--- src/rtl/bit_packer.sv ---
// -----------------------------------------------------------------------------
// bit_packer
//
// Takes variable-length codes (0-16 bits per cycle) and packs them MSB-first
// into a continuous bitstream. The stream leaves as 16-bit words through a
// small show-ahead output FIFO with valid/ready handshaking. A flush request
// pads the last partial word, emits it, waits for the FIFO to drain and then
// pulses FlushDone.
//
// Optional feature: define BIT_PACKER_STOP_BIT_EN to make the flush append a
// single '1' stop bit before the zero fill. With this enabled a flush always
// emits a word, even when no bits are pending. Without it the flush only
// zero-fills, and emits nothing when no bits are pending.
//
// Parameters:
//   FIFO_DEPTH   output FIFO depth in 16-bit words (power of 2, >= 2)
//
// Ports:
//   Clk          clock, sole clock domain
//   Reset        synchronous, active-high reset
//   Enable       module enable; low clears all state on the clock edge
//   Code         right-justified code bits; the low CodeLen bits are used
//   CodeLen      code length 0-16; values 17-31 are treated as 16
//   CodeValid    Code/CodeLen valid
//   CodeReady    code accepted when CodeValid & CodeReady
//   Flush        request to pad and emit the final partial word
//   FlushDone    one-cycle pulse: flush complete and FIFO empty
//   WordOut      packed word; the first bit of the stream is in bit 15
//   WordValid    WordOut valid
//   WordReady    sink accepts the word when WordValid & WordReady
//   BitsPending  number of bits held in the accumulator (0-15)
// -----------------------------------------------------------------------------
module bit_packer #(
    parameter int FIFO_DEPTH = 4
) (
    input  logic        Clk,
    input  logic        Reset,
    input  logic        Enable,
    input  logic [15:0] Code,
    input  logic [4:0]  CodeLen,
    input  logic        CodeValid,
    output logic        CodeReady,
    input  logic        Flush,
    output logic        FlushDone,
    output logic [15:0] WordOut,
    output logic        WordValid,
    input  logic        WordReady,
    output logic [4:0]  BitsPending
);

    localparam int AW = (FIFO_DEPTH > 1) ? $clog2(FIFO_DEPTH) : 1;

    typedef enum logic [1:0] {
        S_RUN,
        S_PAD,
        S_DRAIN
    } state_t;

    state_t        state_q, state_d;
    logic [31:0]   acc_q, acc_d;
    logic [4:0]    cnt_q, cnt_d;
    logic          done_q, done_d;

    logic [15:0]   mem_q [FIFO_DEPTH];
    logic [AW-1:0] wr_ptr_q, rd_ptr_q;
    logic [AW:0]   count_q;

    logic          clr;
    logic          fifo_full, fifo_empty;
    logic          accept, push, pop;
    logic [15:0]   push_word;
    logic [4:0]    len;
    logic [15:0]   mask, masked;
    logic [5:0]    sh, sum;
    logic [31:0]   placed, acc_ins;
    logic          pad_has_word;
    logic [15:0]   pad_word;

    assign clr        = Reset | ~Enable;
    assign fifo_full  = (count_q == (AW+1)'(FIFO_DEPTH));
    assign fifo_empty = (count_q == '0);

    // Conservative: a pop in the same cycle does not reopen the input.
    assign CodeReady   = Enable & ~Reset & (state_q == S_RUN) & ~fifo_full;
    assign accept      = CodeValid & CodeReady;
    assign WordValid   = ~fifo_empty;
    assign WordOut     = fifo_empty ? 16'h0000 : mem_q[rd_ptr_q];
    assign pop         = WordValid & WordReady;
    assign FlushDone   = done_q;
    assign BitsPending = cnt_q;

    // Code alignment: the masked code lands at acc[31-cnt -: len], i.e. it is
    // shifted up so that its LSB sits at bit (32 - cnt - len). Since
    // cnt <= 15 and len <= 16 the shift is always between 1 and 32.
    always_comb begin
        len     = (CodeLen > 5'd16) ? 5'd16 : CodeLen;
        mask    = (len == 5'd16) ? 16'hFFFF : ((16'd1 << len) - 16'd1);
        masked  = Code & mask;
        sh      = 6'd32 - {1'b0, cnt_q} - {1'b0, len};
        placed  = {16'h0000, masked} << sh;
        acc_ins = acc_q | placed;
        sum     = {1'b0, cnt_q} + {1'b0, len};
    end

    // Bits below the pending count are always zero, so the top half of the
    // accumulator is already the zero-filled word.
`ifdef BIT_PACKER_STOP_BIT_EN
    assign pad_has_word = 1'b1;
    assign pad_word     = acc_q[31:16] | (16'h8000 >> cnt_q);
`else
    assign pad_has_word = (cnt_q != 5'd0);
    assign pad_word     = acc_q[31:16];
`endif

    always_comb begin
        state_d   = state_q;
        acc_d     = acc_q;
        cnt_d     = cnt_q;
        done_d    = 1'b0;
        push      = 1'b0;
        push_word = 16'h0000;
        case (state_q)
            S_RUN: begin
                if (accept) begin
                    if (sum >= 6'd16) begin
                        push      = 1'b1;
                        push_word = acc_ins[31:16];
                        acc_d     = {acc_ins[15:0], 16'h0000};
                        cnt_d     = 5'(sum - 6'd16);
                    end else begin
                        acc_d = acc_ins;
                        cnt_d = sum[4:0];
                    end
                end
                // Any code accepted this cycle is appended before the flush.
                if (Flush) begin
                    state_d = S_PAD;
                end
            end
            S_PAD: begin
                if (!pad_has_word) begin
                    acc_d   = '0;
                    cnt_d   = '0;
                    state_d = S_DRAIN;
                end else if (!fifo_full) begin
                    push      = 1'b1;
                    push_word = pad_word;
                    acc_d     = '0;
                    cnt_d     = '0;
                    state_d   = S_DRAIN;
                end
            end
            S_DRAIN: begin
                if (fifo_empty) begin
                    done_d  = 1'b1;
                    state_d = S_RUN;
                end
            end
            default: begin
                state_d = S_RUN;
            end
        endcase
    end

    always_ff @(posedge Clk) begin
        if (clr) begin
            state_q  <= S_RUN;
            acc_q    <= '0;
            cnt_q    <= '0;
            done_q   <= 1'b0;
            wr_ptr_q <= '0;
            rd_ptr_q <= '0;
            count_q  <= '0;
        end else begin
            state_q <= state_d;
            acc_q   <= acc_d;
            cnt_q   <= cnt_d;
            done_q  <= done_d;
            if (push) begin
                wr_ptr_q <= wr_ptr_q + 1'b1;
            end
            if (pop) begin
                rd_ptr_q <= rd_ptr_q + 1'b1;
            end
            if (push && !pop) begin
                count_q <= count_q + 1'b1;
            end else if (!push && pop) begin
                count_q <= count_q - 1'b1;
            end
        end
    end

    // Storage is not reset; emptiness is tracked by the pointers and count.
    always_ff @(posedge Clk) begin
        if (push) begin
            mem_q[wr_ptr_q] <= push_word;
        end
    end

endmodule

--- config.mk ---
export PLATFORM = sky130hd
export DESIGN_NAME = bit_packer
export DESIGN_NICKNAME = d
export VERILOG_FILES = /design/src/rtl/bit_packer.sv
export SDC_FILE = /design/constraint.sdc
export NUM_CORES = 1
export LEC_CHECK = 0
export CELL_PAD_IN_SITES_DETAIL_PLACEMENT = 1
export CELL_PAD_IN_SITES_GLOBAL_PLACEMENT = 2
export CORE_MARGIN = 5
export CORE_UTILIZATION = 38
export DETAILED_ROUTE_END_ITERATION = 7
export GPL_TIMING_DRIVEN = 0
export PLACE_DENSITY_LB_ADDON = 0.12
export REMOVE_ABC_BUFFERS = 1
export SLEW_MARGIN = 15
export SYNTH_ARGS = -nofsm -noshare
export SYNTH_HDL_FRONTEND = slang
export SYNTH_SLANG_ARGS = --single-unit
--- constraint.sdc ---
create_clock -name Clk -period 5.8 [get_ports Clk]
set_input_delay 1.45 -clock Clk [delete_from_list [all_inputs] [get_ports Clk]]
set_output_delay 1.45 -clock Clk [all_outputs]
set_load 0.02 [all_outputs]
==> impl_metrics.yaml <==
floorplan:
  fp-row-count: 49
  core_mm2: 0.0180
  dieArea_mm2: 0.0210
  die_x_um: 145
  initial_core_util: 0.385
  fp.dieH_um: 145
  ioPinCount: 51
global_route:
  grt_max_degree: 36
  grt_pass1_wl_um: 33900
  grt-ovfl-total: 0
  antenna_found_initial: 0
  grt_pass1_vias: 6094
  grt_usage: 0.199
clock_tree:
  clk_pin_slew_worst_paths_ps: 60
  cts.path.max_buffers: 2
  cts_buffers: 17
  cts_root_buffer: "clkbuf_16"
  clk_latency_ps: 410
  tritoncts: "done"
  clkSinkCount: 113
  htreeDepth: 4
synth:
  yosysSeqAreaShare: 0.419
  synth_seq_cells: 113
  synth-async-reset-ratio: 0
  synth.avg_cell_area_um2: 9.75
  syn_area_mm2: 0.00692
  synth_edf_count: 64
  yosys_warnings: 0
  synth_largest_area_cell: "edfxtp_1"
  synthFlopType: "edfxtp_1"
  synth.most_common_cell: "nand2_1"
  synth_common_cells: "70 x nand2_1, 66 x nor2_1, 64 x edfxtp_1, 49 x dfxtp_1, 43 x a21oi_1"
  synth_cell_types: 80
  yosysTopAreaCellShare: 0.278
  syn_inst: 710
  synth_top_cells_by_area: "edfxtp_1 28%, dfxtp_1 14%, mux4_2 5.2%"
finish:
  utilization: 0.459
  area_growth_pct: 19.0
  drive_gt1_frac: 0.128
  n_fill_cell: 1964
  num_antenna_cells: 0
  nNetsFinal: 786
  finish.instance_area_mm2: 0.00824
route:
  viasPerCell: 5.86
  vias: 5735
  drc_errors: 0
  routed_wl_um: 21100
  wl_per_cell_um: 21.6
  first_pass_iters: 5
  postRouteAntennaNets: 0
  drt_iter0_drc: 389
place:
  gp_congestion: 0.862
  dp_hpwl_um: 15600
  dp_slack_ps: -1900
  dpl_cell_area_mm2: 0.00760
  io_buffers: 50
setup_path:
  cpPeakStageDelay_ps: 910
  cp_cell_sequence: "dlygate4sd2_1 -> or2_2 -> or4b_2 -> ha_1 -> nor2_1 -> a211oi_1 -> o32ai_1 -> o21bai_1 -> mux2i_1 -> nor2_1 -> a21oi_1 -> o21ai_0"
  cp.buffers_inverters: 1
  crit_path_end_kind: "flip-flop"
  critical_path_depth: 12
  crit_top_cell: "nor2_1"
  cp_max_fo: 21
  cp.arrival_ps: 5700
  ff2ff_setup_slack_ps: 1750
  reg2reg_depth: 10
  worstSetupStartpoint: "CodeLen[3]"
  start_kind: "input pin"
  critPathTopFamily: "compound AO/OA/AOI/OAI gates"
  worst_r2r_endpoint: "mem_q[0][0]"
  cp-endpoint: "mem_q[0][9]"
  critPathKind: "in -> reg"
  cp.required_ps: 5890
  cp_slowest_cell: "o32ai_1"
  rr_startpoint: "BitsPending[2]"
power:
  pwr-share-clk: 0.438
  switching_share: 0.312
  pwr-share-comb: 0.222
  powerDensity_mw_per_mm2: 306
  seq_power_share: 0.340
  power_switching_uw: 786
  internal_power_uw: 1730
  ir_worst_vdd_mv: 0.233
  leakage_uw: 0.00268
timing:
  tightest_slew_ps: 1060
  slew_violations: 0
  layout_setup_ws_ps: 187
  max_freq_mhz: 178
  relSlewSlack: 0.286
  period_needed_ps: 5610
  setup_viol: 0
  skew_ps: 13.5
  finalCritPeriodShare: 0.968
  finalHoldViolCount: 0
  rsz0062_at_grt: "true"
run_status:
  status: "complete, no violations"
min_path:
  hp-class: "reg -> reg"
run:
  max_cap_viol_count: 0
layout by cell type (no fill, tap or decap), types with 10 or more instances in the layout:
master / Yosys / layout
a21o_1: 10 / 10
a21oi_1: 43 / 43
a22oi_1: 14 / 14
a31oi_1: 11 / 11
and2_1: 24 / 24
clkbuf_16: 0 / 17
clkdlybuf4s50_1: 0 / 46
dfxtp_1: 49 / 48
edfxtp_1: 64 / 64
ha_1: 19 / 17
inv_1: 22 / 21
mux2i_1: 15 / 15
mux4_2: 16 / 16
nand2_1: 70 / 70
nand3_1: 23 / 23
nor2_1: 66 / 63
nor3_1: 18 / 18
o21ai_0: 19 / 17
o22ai_1: 15 / 15
or3_1: 10 / 10
worst min path at each step:
stage	startpoint	end	slack, ps	cells past startpoint
after CTS	acc_q[13]	acc_q[13]	460	2
after global placement	acc_q[4]	acc_q[4]	440	2
after floorplan	acc_q[4]	acc_q[4]	430	2
final	acc_q[13]	acc_q[13]	460	2
after global routing	acc_q[13]	acc_q[13]	480	2
after detailed placement	acc_q[13]	acc_q[13]	450	2
registers in the layout, indices dropped and copies added, names as in the netlist, named ones only:
signal       cells
mem_q           64
FlushDone        1
acc_q           32
state_q          2
BitsPending      5
count_q          3
rd_ptr_q         2
wr_ptr_q         2
metal layers:
layer	track usage	vias up	part of all wire
met5	0	-	0
met4	0.0659	0	0.022
met3	0.0377	20	0.032
met2	0.337	109	0.50
met1	0.256	2861	0.45
li1	-	2745	-
metrics by stage:
step	power [µW]	hold WS, ps	instances	TNS [ps]
after floorplan	1220	431	664	0
final	2520	458	978	0
after global placement	1400	438	943	-216210
after global routing	2620	484	978	-35.6
after CTS	2530	459	978	0
after detailed placement	1420	451	946	-163320
power groups by stage:
stage | Clock (µW) | Sequential (µW) | Combinational [µW]
6_report | 1100 | 856 | 559
5_1_grt | 1160 | 857 | 600
4_1_cts | 1120 | 856 | 554
3_5_place_dp | 0 | 873 | 551
3_3_place_gp | 0 | 872 | 530
2_1_floorplan | 0 | 871 | 348
worst register-to-register path, cell delays in order, from the launching register on:
cell and delay (ps):
dfxtp_1 420, inv_1 110, ha_1 410, fa_2 490, a21o_1 180, a21oi_1 250, xor2_1 210, nor2_2 700
nand2_1 140, or3_1 400, a21oi_1 470
cells by family (layout without fill, tap and decap cells):
kind of cell	after synthesis	after routing	share of synthesized area
AND/OR/NAND/NOR	250	250	0.174
AO/OA/AOI/OAI	207	207	0.222
flip-flops	113	113	0.419
buffers and inverters	68	107	0.0398
multiplexers	35	35	0.0811
adder cells (fa/ha/maj)	23	23	0.0459
XOR/XNOR	14	14	0.0177
final cells by class:
type | instances | area [µm²] | area share
Inverter | 22 | 86.3 | 0.0105
Tap cell | 229 | 287 | 0.0348
Sequential cell | 113 | 2900 | 0.352
Clock inverter | 15 | 196 | 0.0238
Timing Repair Buffer | 53 | 548 | 0.0665
Multi-Input combinational cell | 529 | 3790 | 0.460
Clock buffer | 17 | 425 | 0.0516
repair_timing:
item,4_1_cts,5_1_grt
setup buffers,0,0
hold buffers,0,0
cloned,0,0
endpoints found under the setup margin,130,74
gates resized for setup,12,5
No activity file was read; power rests on OpenSTA's default activity.
